File: config.mk
export PLATFORM = sky130hd
export DESIGN_NAME = joy_serial_reader
export DESIGN_NICKNAME = d
export VERILOG_FILES = /design/src/rtl/joy_serial_reader.sv
export SDC_FILE = /design/constraint.sdc
export NUM_CORES = 1
export LEC_CHECK = 0
export ABC_CLOCK_PERIOD_IN_PS = 3500
export CORE_MARGIN = 2
export CORE_UTILIZATION = 30
export DETAILED_ROUTE_END_ITERATION = 8
export DONT_BUFFER_PORTS = 1
export GPL_ROUTABILITY_DRIVEN = 0
export HOLD_SLACK_MARGIN = 0.06
export PLACE_DENSITY_LB_ADDON = 0.1
export SLEW_MARGIN = 20
export SYNTH_ARGS = -nofsm -noshare
export SYNTH_HDL_FRONTEND = slang
export SYNTH_SLANG_ARGS = --single-unit
File: constraint.sdc
create_clock -name clk -period 3.5 [get_ports clk]
set_input_delay 0.35 -clock clk [delete_from_list [all_inputs] [get_ports clk]]
set_output_delay 0.35 -clock clk [all_outputs]
set_load 0.005 [all_outputs]
File: src/rtl/joy_serial_reader.sv
// rtl/joy_serial_reader.sv - JAMMA two-player serial joystick chain reader
module joy_serial_reader #(
    parameter int CLK_DIV  = 16,
    parameter bit DEBOUNCE = 1'b1
) (
    input  logic        clk,
    input  logic        reset,
    input  logic        JOY_DATA,
    output logic        JOY_CLK,
    output logic        JOY_LOAD,
    output logic [11:0] joystick1,
    output logic [11:0] joystick2,
    output logic        frame_done
);

    localparam logic [7:0] DIV_MAX   = 8'(CLK_DIV - 1);
    localparam logic [4:0] LAST_SLOT = 5'd25;

    logic [7:0]  div;
    logic        jclk;
    logic [4:0]  slot;
    logic [1:0]  sync;
    logic [11:0] s1;
    logic [11:0] s2;
    logic [11:0] s1_next;
    logic [11:0] s2_next;
    logic [23:0] prev;
    logic        sample;
    logic        rise_tick;
    logic        frame_end;

    assign sample    = sync[1];
    assign rise_tick = (div == DIV_MAX) && !jclk;
    assign frame_end = rise_tick && (slot == LAST_SLOT);
    assign JOY_CLK   = jclk;

    // JOY_DATA comes from off-chip with no relation to clk; resynchronise it
    always_ff @(posedge clk or posedge reset) begin
        if (reset) begin
            sync <= 2'b11;
        end else begin
            sync <= {sync[0], JOY_DATA};
        end
    end

    // Divider: jclk toggles every CLK_DIV clk cycles
    always_ff @(posedge clk or posedge reset) begin
        if (reset) begin
            div  <= 8'd0;
            jclk <= 1'b0;
        end else if (div == DIV_MAX) begin
            div  <= 8'd0;
            jclk <= ~jclk;
        end else begin
            div  <= div + 8'd1;
        end
    end

    // Slot counter 0..25 and the load strobe, which is low exactly while slot is 0
    always_ff @(posedge clk or posedge reset) begin
        if (reset) begin
            slot     <= 5'd0;
            JOY_LOAD <= 1'b0;
        end else if (rise_tick) begin
            if (slot == LAST_SLOT) begin
                slot     <= 5'd0;
                JOY_LOAD <= 1'b0;
            end else begin
                slot     <= slot + 5'd1;
                JOY_LOAD <= 1'b1;
            end
        end
    end

    // Route the synchronised data bit into the shadow position owned by the current slot
    always_comb begin
        s1_next = s1;
        s2_next = s2;
        case (slot)
            5'd2:  s1_next[8]  = sample;
            5'd3:  s1_next[6]  = sample;
            5'd4:  s1_next[5]  = sample;
            5'd5:  s1_next[4]  = sample;
            5'd6:  s1_next[3]  = sample;
            5'd7:  s1_next[2]  = sample;
            5'd8:  s1_next[1]  = sample;
            5'd9:  s1_next[0]  = sample;
            5'd10: s2_next[8]  = sample;
            5'd11: s2_next[6]  = sample;
            5'd12: s2_next[5]  = sample;
            5'd13: s2_next[4]  = sample;
            5'd14: s2_next[3]  = sample;
            5'd15: s2_next[2]  = sample;
            5'd16: s2_next[1]  = sample;
            5'd17: s2_next[0]  = sample;
            5'd18: s2_next[10] = sample;
            5'd19: s2_next[11] = sample;
            5'd20: s2_next[9]  = sample;
            5'd21: s2_next[7]  = sample;
            5'd22: s1_next[10] = sample;
            5'd23: s1_next[11] = sample;
            5'd24: s1_next[9]  = sample;
            5'd25: s1_next[7]  = sample;
            default: ;
        endcase
    end

    // Shadow registers capture one bit per rise tick
    always_ff @(posedge clk or posedge reset) begin
        if (reset) begin
            s1 <= 12'hFFF;
            s2 <= 12'hFFF;
        end else if (rise_tick) begin
            s1 <= s1_next;
            s2 <= s2_next;
        end
    end

    // Frame commit; with debounce a frame must match its predecessor to be published
    always_ff @(posedge clk or posedge reset) begin
        if (reset) begin
            prev       <= 24'hFFFFFF;
            joystick1  <= 12'hFFF;
            joystick2  <= 12'hFFF;
            frame_done <= 1'b0;
        end else begin
            frame_done <= 1'b0;
            if (frame_end) begin
                prev <= {s1_next, s2_next};
                if (!DEBOUNCE || ({s1_next, s2_next} == prev)) begin
                    joystick1  <= s1_next;
                    joystick2  <= s2_next;
                    frame_done <= 1'b1;
                end
            end
        end
    end

endmodule
==> results.yml <==
sta:
  finalCritPeriodShare: 0.9388
  final_hold_viol_count: 0
  fin_hold_ws_ns: 0.3555
  fmax_mhz: 304.4
  min_period_ns: 3.286
  tightest_slew_ns: 0.8013
  relSlewSlack: 0.4658
  drv_slew: 0
  setup_tns_ns: 0
  finalSetupViolCount: 0
  finalClockSkew_ns: 0.01696
  rsz0062_at_grt: "no"
synth:
  async_flop_share: 1.000
  synth_edf_count: 0
  synth_flop_cell: "dfstp_2"
  ys_seq_elements: 90
  yosysMostFrequentCell: "dfstp_2"
  avgSynthCellArea_um2: 10.55
  yosysUniqueCellTypes: 59
  ys_seq_area_frac: 0.4778
  yosys_warnings: 0
  synth_largest_type_area_fraction: 0.3962
  synth_largest_area_cell: "dfstp_2"
  synth_common_cells: "dfstp_2 (74), mux2i_1 (41), nor2_1 (40), nand2_1 (36), inv_1 (29)"
  netlist_area_mm2: 0.004907
  syn_nets: 474
  syn_inst: 465
  synth_area_leaders: "dfstp_2 (40%), mux2i_1 (8.4%), dfrtp_1 (8.2%), mux2_2 (3.4%), nor2_1 (3.1%)"
worst_setup_path:
  reg2reg_to: "joystick1[7]$_DFFE_PP1P_"
  r2r_start: "slot[0]$_DFFE_PP0P_"
  worst-path-buf-inv: 2
  cpLargestDelayFamily: "simple AND/OR/NAND/NOR gates"
  crit_arrival_ns: 3.56
  startpoint: "slot[0]$_DFFE_PP0P_"
  rr_worst_depth: 9
  crit_chain: "inv_1 > ha_1 > nor4b_1 > mux2i_2 > xnor2_1 > or3_1 > nor4_4 > buf_12 > mux2_1"
  critPathRequiredTime_ns: 3.78
  cp_max_fo: 17
  slowest_stage: "nor4b_1"
  rrSetupSlack_ns: 0.21
  slowest_delay_ns: 0.44
  start_kind: "flop"
  end_kind: "flop"
  timing_worst_setup_path_type: "flop to flop"
clock_network:
  cts_buffers: 9
  htree_levels: 3
  cts_root_buf: "clkbuf_16"
  cts_tree: "yes"
  post_cts_buffers: 0
  clock_latency_ns: 0.36
  cts.path.max_buffers: 2
  cts_sinks: 90
  clkTransAtPathRegs_ns: 0.06
finish:
  layout.cells.non_filler: 698
  layout-drive-gt1-share: 0.3029
  regArea_mm2: 0.002345
  antennaDiodeCount: 0
  syn_to_final_growth_pct: 13.67
  multi_input_area_mm2: 0.002325
  final_util: 0.3499
  fin_nets: 486
  fin_area_mm2: 0.005578
  nFillCells: 1635
floorplan:
  core_mm2: 0.01594
  num_rows: 46
  dieHeight_um: 131.9
  start_util: 0.3078
  ios: 30
  fp.dieW_um: 131.9
  die_area_mm2: 0.01740
power:
  powerDensity_mw_per_mm2: 366.2
  irDropWorstVdd_uv: 234.1
  p_leak_nw: 2.054
routing:
  wl_um: 12700
  vias_per_cell: 4.920
  drc: 0
  first_iter_violations: 153
  vias: 3434
  first_pass_iters: 4
  wire_per_inst_um: 18.19
  postRouteAntennaNets: 0
hold_path:
  min_from: "sync[0]$_DFF_PP1_"
  holdPathStages: 0
  hp-class: "flop to flop"
  whs_endpoint: "sync[1]$_DFF_PP1_"
placed_design:
  postPlaceCellArea_mm2: 0.005259
  place_inst: 680
  io_buffers: 0
  hpwl_um: 9025
outcome:
  outcome: "completed"
global_routing:
  antenna_found_initial: 0
  grt_max_degree: 63
  grt_overflow: 0
  globalRouteTotalUtil: 0.1536
  grt_pass1_wl_um: 20380
  grt_pass1_vias: 3425
run:
  drv_cap: 0
==> layer usage <==
layer	vias up	routed length (um)	global-route usage
li1	1679	-	-
met1	1683	6199	0.2111
met2	57	5743	0.2335
met3	15	520	0.04037
met4	0	233	0.05435
met5	-	0	0
==> state kept, by name, indices dropped and copies added (netlist names), 2 cells and up <==
signal     flops
joystick1     12
s2            12
slot           5
joystick2     12
div            8
s1            12
sync           2
prev          24
==> report_power, final <==
part	switching (mW)	internal (mW)	total [mW]
logic	0.0343	0.00958	0.0439
registers	0.00389	1.05	1.05
clock network	0.440	0.509	0.949
total	0.478	1.56	2.04
==> stage by stage <==
step	total power, mW	setup WS, ns
floorplan	1.092	0.3728
global placement	1.110	0.2128
detailed placement	1.111	0.1489
CTS	2.080	0.1318
global route	2.139	0.007540
finish	2.043	0.2144
==> what timing repair did <==
item,in CTS,in global routing
hold endpoints to repair,2,0
endpoints found under the setup margin,0,13
hold buffers,2,0
resized for setup,0,3
==> how the worst max path moves through the flow <==
stage | endpoint | slack (ns) | cells past startpoint
after detailed placement | joystick2[11]$_DFFE_PP1P_ | 0.15 | 8
after global placement | joystick1[7]$_DFFE_PP1P_ | 0.21 | 8
final | joystick1[7]$_DFFE_PP1P_ | 0.21 | 9
after floorplan | joystick2[0]$_DFFE_PP1P_ | 0.37 | 10
after global routing | joystick2[11]$_DFFE_PP1P_ | 0.008 | 10
after CTS | joystick2[11]$_DFFE_PP1P_ | 0.13 | 8
==> cell families (layout without fill, tap and decap cells) <==
kind of cell,count (synthesis),after routing,synth area share
compound gates,77,77,0.09689
xor+xnor,19,19,0.03391
fa+ha+maj,6,6,0.01530
buf+inv,56,73,0.05201
flops,90,90,0.4778
mux,61,61,0.1341
simple gates,156,156,0.1900
==> worst register-to-register path: stages (launching register included) <==
cell and delay [ns]:
dfrtp_1 0.43, inv_1 0.13, ha_1 0.35, nor4b_1 0.44, mux2i_2 0.40, xnor2_1 0.15
or3_1 0.37, nor4_4 0.37, buf_12 0.23, mux2_1 0.34
==> cells in the final DEF (no fill, tap or decap), drive strengths merged, types with 5 or more instances in the layout <==
| cell type | Yosys | layout |
|---|---|---|
| buf | 11 | 26 |
| nor2 | 40 | 40 |
| mux2i | 43 | 43 |
| nor4bb | 7 | 7 |
| xor2 | 5 | 5 |
| o22ai | 5 | 5 |
| nor2b | 11 | 11 |
| nor3 | 7 | 7 |
| mux2 | 18 | 18 |
| nand2 | 36 | 36 |
| clkbuf | 16 | 10 |
| dfrtp | 16 | 16 |
| and4bb | 5 | 5 |
| inv | 29 | 32 |
| nand4b | 8 | 8 |
| dfstp | 74 | 74 |
| xnor2 | 14 | 14 |
| nand3 | 6 | 6 |
| ha | 6 | 6 |
| a21oi | 27 | 27 |
| o21ai | 18 | 18 |
==> final cells by class <==
type	count	share of cell area
multi-input cells	319	0.4168
well taps	216	0.04845
flip-flops and latches	90	0.4204
inverters	29	0.01996
repair buffers	28	0.04307
clock buffers	10	0.04284
clock inverters	6	0.008524
Power figures use the tool's default switching activity.
